File: src/rtl/mem_arbiter.sv
// Byte-serial arbiter for the shared memory/IO port between instruction fetch and the load/store buffer.
// Splits 1/2/4-byte requests into byte accesses, assembles reads little-endian and alternates grants between requesters.
module mem_arbiter #(
  parameter int         ADDR_WIDTH = 32,
  parameter logic [1:0] IO_SEL     = 2'b11
) (
  input  logic                  clk_in,
  input  logic                  rst_in,
  input  logic                  rdy_in,
  input  logic                  clear_in,
  input  logic                  if_req,
  input  logic [ADDR_WIDTH-1:0] if_addr,
  output logic                  if_done,
  output logic [31:0]           if_data,
  input  logic                  slb_req,
  input  logic                  slb_wr,
  input  logic [1:0]            slb_len,
  input  logic [ADDR_WIDTH-1:0] slb_addr,
  input  logic [31:0]           slb_wdata,
  output logic                  slb_done,
  output logic [31:0]           slb_rdata,
  input  logic [7:0]            mem_din,
  output logic [7:0]            mem_dout,
  output logic [ADDR_WIDTH-1:0] mem_a,
  output logic                  mem_wr,
  input  logic                  io_buffer_full
);

  typedef enum logic [1:0] {IDLE = 2'd0, IF_RD = 2'd1, SLB_RD = 2'd2, SLB_WR = 2'd3} state_t;
  localparam logic GRANT_IF  = 1'b0;
  localparam logic GRANT_SLB = 1'b1;

  state_t                state_r, state_s;
  logic [2:0]            idx_r, idx_s, len_r, len_s, idx_m1_s;
  logic [ADDR_WIDTH-1:0] base_r, base_s, cur_addr_s, addr_s, mem_a_hold_r;
  logic [31:0]           wdata_r, wdata_s, data_r, data_s;
  logic [31:0]           if_data_r, if_data_s, slb_rdata_r, slb_rdata_s;
  logic                  last_grant_r, last_grant_s;
  logic                  if_done_r, if_done_s, slb_done_r, slb_done_s;
  logic                  if_elig_s, slb_elig_s, grant_if_s, grant_slb_s;
  logic                  io_stall_s, wr_s;
  logic [7:0]            dout_s;

  // Byte count for an SLB length code; code 3 is treated as a word
  function automatic logic [2:0] len_decode(input logic [1:0] code);
    logic [2:0] n;
    case (code)
      2'd0:    n = 3'd1;
      2'd1:    n = 3'd2;
      default: n = 3'd4;
    endcase
    return n;
  endfunction

  // Eligibility, round-robin grant and memory pin values for the current state
  always_comb begin
    cur_addr_s  = base_r + {{(ADDR_WIDTH-3){1'b0}}, idx_r};
    idx_m1_s    = idx_r - 3'd1;
    io_stall_s  = (base_r[17:16] == IO_SEL) && io_buffer_full;
    // a done still pending blocks re-granting the request that produced it
    if_elig_s   = if_req && !clear_in && !if_done_r;
    slb_elig_s  = slb_req && (slb_wr || !clear_in) && !slb_done_r;
    grant_if_s  = if_elig_s && (!slb_elig_s || (last_grant_r == GRANT_SLB));
    grant_slb_s = slb_elig_s && !grant_if_s;
    addr_s      = '0;
    dout_s      = 8'h00;
    wr_s        = 1'b0;
    case (state_r)
      IF_RD, SLB_RD: begin
        if (idx_r < len_r) addr_s = cur_addr_s;
        else               addr_s = '0;
      end
      SLB_WR: begin
        addr_s = cur_addr_s;
        dout_s = wdata_r[{idx_r[1:0], 3'b000} +: 8];
        wr_s   = !io_stall_s;
      end
      default: addr_s = '0;
    endcase
  end

  // Next-state, byte sequencing and read-data assembly
  always_comb begin
    state_s      = state_r;
    idx_s        = idx_r;
    len_s        = len_r;
    base_s       = base_r;
    wdata_s      = wdata_r;
    data_s       = data_r;
    last_grant_s = last_grant_r;
    if_done_s    = if_done_r;
    slb_done_s   = slb_done_r;
    if_data_s    = if_data_r;
    slb_rdata_s  = slb_rdata_r;
    if (rdy_in) begin
      if_done_s  = 1'b0;
      slb_done_s = 1'b0;
      case (state_r)
        IDLE: begin
          if (grant_if_s) begin
            state_s      = IF_RD;
            base_s       = if_addr;
            len_s        = 3'd4;
            idx_s        = 3'd0;
            data_s       = 32'h0000_0000;
            last_grant_s = GRANT_IF;
          end else if (grant_slb_s) begin
            state_s      = slb_wr ? SLB_WR : SLB_RD;
            base_s       = slb_addr;
            len_s        = len_decode(slb_len);
            wdata_s      = slb_wdata;
            idx_s        = 3'd0;
            data_s       = 32'h0000_0000;
            last_grant_s = GRANT_SLB;
          end else begin
            state_s = IDLE;
          end
        end
        IF_RD, SLB_RD: begin
          if (clear_in) begin
            state_s = IDLE;
            idx_s   = 3'd0;
          end else begin
            // mem_din carries the byte addressed one cycle earlier
            if (idx_r != 3'd0) data_s[{idx_m1_s[1:0], 3'b000} +: 8] = mem_din;
            else               data_s = data_r;
            if (idx_r == len_r) begin
              state_s = IDLE;
              idx_s   = 3'd0;
              if (state_r == IF_RD) begin
                if_done_s = 1'b1;
                if_data_s = data_s;
              end else begin
                slb_done_s  = 1'b1;
                slb_rdata_s = data_s;
              end
            end else begin
              idx_s = idx_r + 3'd1;
            end
          end
        end
        SLB_WR: begin
          if (io_stall_s) begin
            idx_s = idx_r;
          end else if (idx_r == (len_r - 3'd1)) begin
            state_s    = IDLE;
            idx_s      = 3'd0;
            slb_done_s = 1'b1;
          end else begin
            idx_s = idx_r + 3'd1;
          end
        end
        default: state_s = IDLE;
      endcase
    end else begin
      state_s = state_r;
    end
  end

  // Frozen cycles replay the previous address so the byte owed to the next capture is fetched again
  assign mem_a    = rdy_in ? addr_s : mem_a_hold_r;
  assign mem_wr   = rdy_in & wr_s;
  assign mem_dout = dout_s;
  assign if_done   = if_done_r;
  assign if_data   = if_data_r;
  assign slb_done  = slb_done_r;
  assign slb_rdata = slb_rdata_r;

  // State and datapath registers
  always_ff @(posedge clk_in or posedge rst_in) begin
    if (rst_in) begin
      state_r      <= IDLE;
      idx_r        <= 3'd0;
      len_r        <= 3'd0;
      base_r       <= '0;
      wdata_r      <= 32'h0000_0000;
      data_r       <= 32'h0000_0000;
      last_grant_r <= GRANT_IF;
      if_done_r    <= 1'b0;
      slb_done_r   <= 1'b0;
      if_data_r    <= 32'h0000_0000;
      slb_rdata_r  <= 32'h0000_0000;
      mem_a_hold_r <= '0;
    end else begin
      state_r      <= state_s;
      idx_r        <= idx_s;
      len_r        <= len_s;
      base_r       <= base_s;
      wdata_r      <= wdata_s;
      data_r       <= data_s;
      last_grant_r <= last_grant_s;
      if_done_r    <= if_done_s;
      slb_done_r   <= slb_done_s;
      if_data_r    <= if_data_s;
      slb_rdata_r  <= slb_rdata_s;
      mem_a_hold_r <= mem_a;
    end
  end

endmodule

File: config.mk
export PLATFORM = sky130hd
export DESIGN_NAME = mem_arbiter
export DESIGN_NICKNAME = d
export VERILOG_FILES = /design/src/rtl/mem_arbiter.sv
export SDC_FILE = /design/constraint.sdc
export NUM_CORES = 1
export LEC_CHECK = 0
export ABC_AREA = 1
export BUFFER_PORTS_ARGS = -buffer_cell sky130_fd_sc_hd__buf_2
export CAP_MARGIN = 20
export CORE_MARGIN = 1
export CORE_UTILIZATION = 59
export DETAILED_ROUTE_END_ITERATION = 16
export PLACE_DENSITY = 0.86
export SKIP_CTS_REPAIR_TIMING = 1
export SYNTH_ARGS = -nofsm -noshare
export SYNTH_HDL_FRONTEND = slang
export SYNTH_SLANG_ARGS = --single-unit
File: constraint.sdc
create_clock -name clk_in -period 14.8 [get_ports clk_in]
set_clock_uncertainty 0.15 [all_clocks]
set_input_delay 2.96 -clock clk_in [delete_from_list [all_inputs] [get_ports clk_in]]
set_output_delay 2.96 -clock clk_in [all_outputs]
set_load 0.05 [all_outputs]
==> run metrics <==
Slew HR=0.2703; cell row count=between 40 and 50; worst-skew pair later-pin latency=0.52 ns; antenna violations before repair=8; FFs w/ async S/R, synth=1.000; CP endpoint kind=output pin; DRC=0; CP bufs+invs=4; WL final=around 28 mm; io pins=roughly 220; adder-cell share of the synthesized area=0.02295; fin nets=1617; Worst-Margin Slew=roughly 1.1 ns; Max-Cap Viols=0; unrepaired setup endpoints after global routing=no; Inserted Clock Buffers=22; GR Overflow Total=0; hold slack final=0.3161 ns; number of synthesized flops with an enable pin=0; Mapped Area=around 10000 sq um; r2r startpoint=idx_r[1]; P&R area growth vs syn=19.84%; prevailing post-synth register cell=dfrtp_1; sw frac=0.4594; Final setup viols=0; DR WL/cell=roughly 16 microns; Final Cell Area=around 12000 sq um; detailed placement HPWL=19.30 mm; Crit Path Max Fanout=36; DR pass1 iterations=5; TritonCTS Sinks=203; PortBufs=220; gpl congestion=~0.99; most frequent cells in the layout=nand2_1, buf_2, dfrtp_1, nor2_1, o21ai_0; Crit path max-delay family=buffers and inverters; die height=roughly 130 microns; sequential share of the synthesized area=0.5009; run status=completed; Tot GR Track Use=0.3250; most common cell after layout, fill and taps aside=nand2_1; cells along the critical path=buf_2 -> inv_2 -> nor2_1 -> nand2_2 -> inv_2 -> o21ai_0 -> o21ai_0 -> buf_2; fin crit period=8.020 ns; Distinct cells, synth=34; pin count of the biggest net entering global routing=~140; die area=17720 sq um; Cells after Synth=~1300; kind of critical path=input port to output pin; Slew Limit Fails=0; Detail Route Antenna Nets=0; Leak=~6.4 nW; worst setup path start=rdy_in; clock-pin slew on the worst setup and hold paths=around 0.060 ns; Clock Root Buffer=clkbuf_16; Die X=between 100 and 150 microns; post-synthesis simple-gate area fraction=0.2872; Worst EP arrival=approximately 5 ns; setup TNS=0 ns; post-synthesis mux area share=0.008882; Hold WC Path Type=flip-flop to flip-flop; slowest stage cell on the critical path=inv_2; total number of vias=around 10000; Worst VDD drop=roughly 0.14 mV; vias per cell=~5.8; Critical Path Max Stage Delay=roughly 0.38 ns; Synth Area in XOR/XNOR=0.004318; core area=roughly 17000 sq um; internal power=1.364 mW; logic gate share of total power=0.430; first-pass GRT wire length=46.09 mm; Synth Net Count=1426; layout cells sized above 1=0.1939; DR iter-0 viols=approximately 1000; Area after DPL=~11000 sq um; Fillers=roughly 1300; CTS tree=done; Starting Density=0.6073; yosys warns=0; largest family of logic cells by synthesized area=simple AND/OR/NAND/NOR gates; compound-gate portion of the synthesized area=0.1145; Fin. Hold Viols=0; Seq pwr share=0.346; worst hold start=wdata_r[24]; Pwr per Cell Area=roughly 210 nW/um^2; worst endpoint required time=about 12 ns; max frequency=0.1247 GHz; fin crit share=0.5419; H-tree levels=1; Yosys reg bits=about 200; Avg Inst Size Synth=~7.8 sq um; Worst Setup Start Kind=input port; Longest Clk Path Bufs=3; NetSw=between 1 and 1.5 mW; Clk network pwr share=0.224; vias in the first global route=~9300
worst reg2reg max path: stages (launching register included):
cell and delay [ns]:
dfrtp_1 0.75, clkinv_1 0.64, ha_1 0.52, nor2_1 0.80
nand4_1 0.25, o21ai_0 0.28, nand3_1 0.13, o21ai_0 0.13
through the flow:
step                total power, mW  utilization  instances  worst slack [ns]
floorplan                     1.651            -       1294             6.151
global route                  2.663       0.7273       1726             6.581
CTS                           2.498       0.7216       1718             6.842
global placement              1.885       0.6754       1677             6.984
detailed placement            1.932       0.6770       1678             6.847
finish                        2.523       0.7277       1729             6.780
power groups by stage:
| stage | clock network (mW) | logic (mW) | registers (mW) |
|---|---|---|---|
| 3_3_place_gp | 0 | 1.02 | 0.868 |
| 5_1_grt | 0.591 | 1.18 | 0.893 |
| 3_5_place_dp | 0 | 1.06 | 0.876 |
| 2_1_floorplan | 0 | 0.543 | 1.11 |
| 6_report | 0.565 | 1.09 | 0.872 |
| 4_1_cts | 0.568 | 1.06 | 0.869 |
per-layer routing:
metal  part of all wire  vias to the layer above  global-route usage  wire (microns)
li1                   -                     4684                   -               -
met1               0.40                     4644              0.4440           11410
met2               0.46                      564              0.5134           13210
met3              0.098                       90             0.05898            2782
met4              0.038                        2              0.1395            1074
met5            0.00028                        -                   0               8
state kept, by name, summed over array words and instances, names as in the netlist:
name and flops:
base_r 32, data_r 32, if_data 32, mem_a_hold_r 32, slb_rdata 32, wdata_r 32, idx_r 3, len_r 3
state_r 2, if_done 1, last_grant_r 1, slb_done 1
cells in the mapped netlist, types with 6 or more instances:
cell type,n,area [sq um]
nor2_1,176,660.6
ha_1,17,212.7
clkbuf_1,23,86.33
o21ai_1,30,150.1
a21oi_1,10,50.05
nand3_1,114,570.6
a31oi_1,49,306.5
buf_2,29,145.1
o21ai_0,119,595.6
buf_4,6,45.04
nand4_1,42,262.8
dfrtp_1,203,5080
inv_1,76,285.3
mux2_2,8,90.09
nand2_1,355,1333
path summary, 6_finish.rpt:
check	to	slack [ns]	cells after the start
max in group asynchronous	wdata_r[21]	10.50	3
worst min register to register	wdata_r[24]	0.32	2
worst max-delay path	mem_a[10]	6.78	8
min in group asynchronous	if_data[28]	2.50	2
worst min-delay path	wdata_r[24]	0.32	2
worst max register to register	data_r[28]	11.05	7
layout make-up:
type                    instances  area, sq um  area share
diodes                          8        20.02    0.001647
clock buffers                  29        596.8     0.04910
clock inverters                11        147.6     0.01215
inverters                      82        315.3     0.02594
multi-input cells             945         4456      0.3666
flip-flops and latches        203         5080      0.4180
well taps                     220        275.3     0.02265
repair buffers                231         1264      0.1040
cell families after synthesis:
kind of cell	Yosys count
AO/OA/AOI/OAI	215
adder cells (fa/ha/maj)	18
AND/OR/NAND/NOR	699
XOR/XNOR	5
buffers and inverters	146
multiplexers	8
flip-flops	203
No activity file was read; power rests on OpenSTA's default activity.
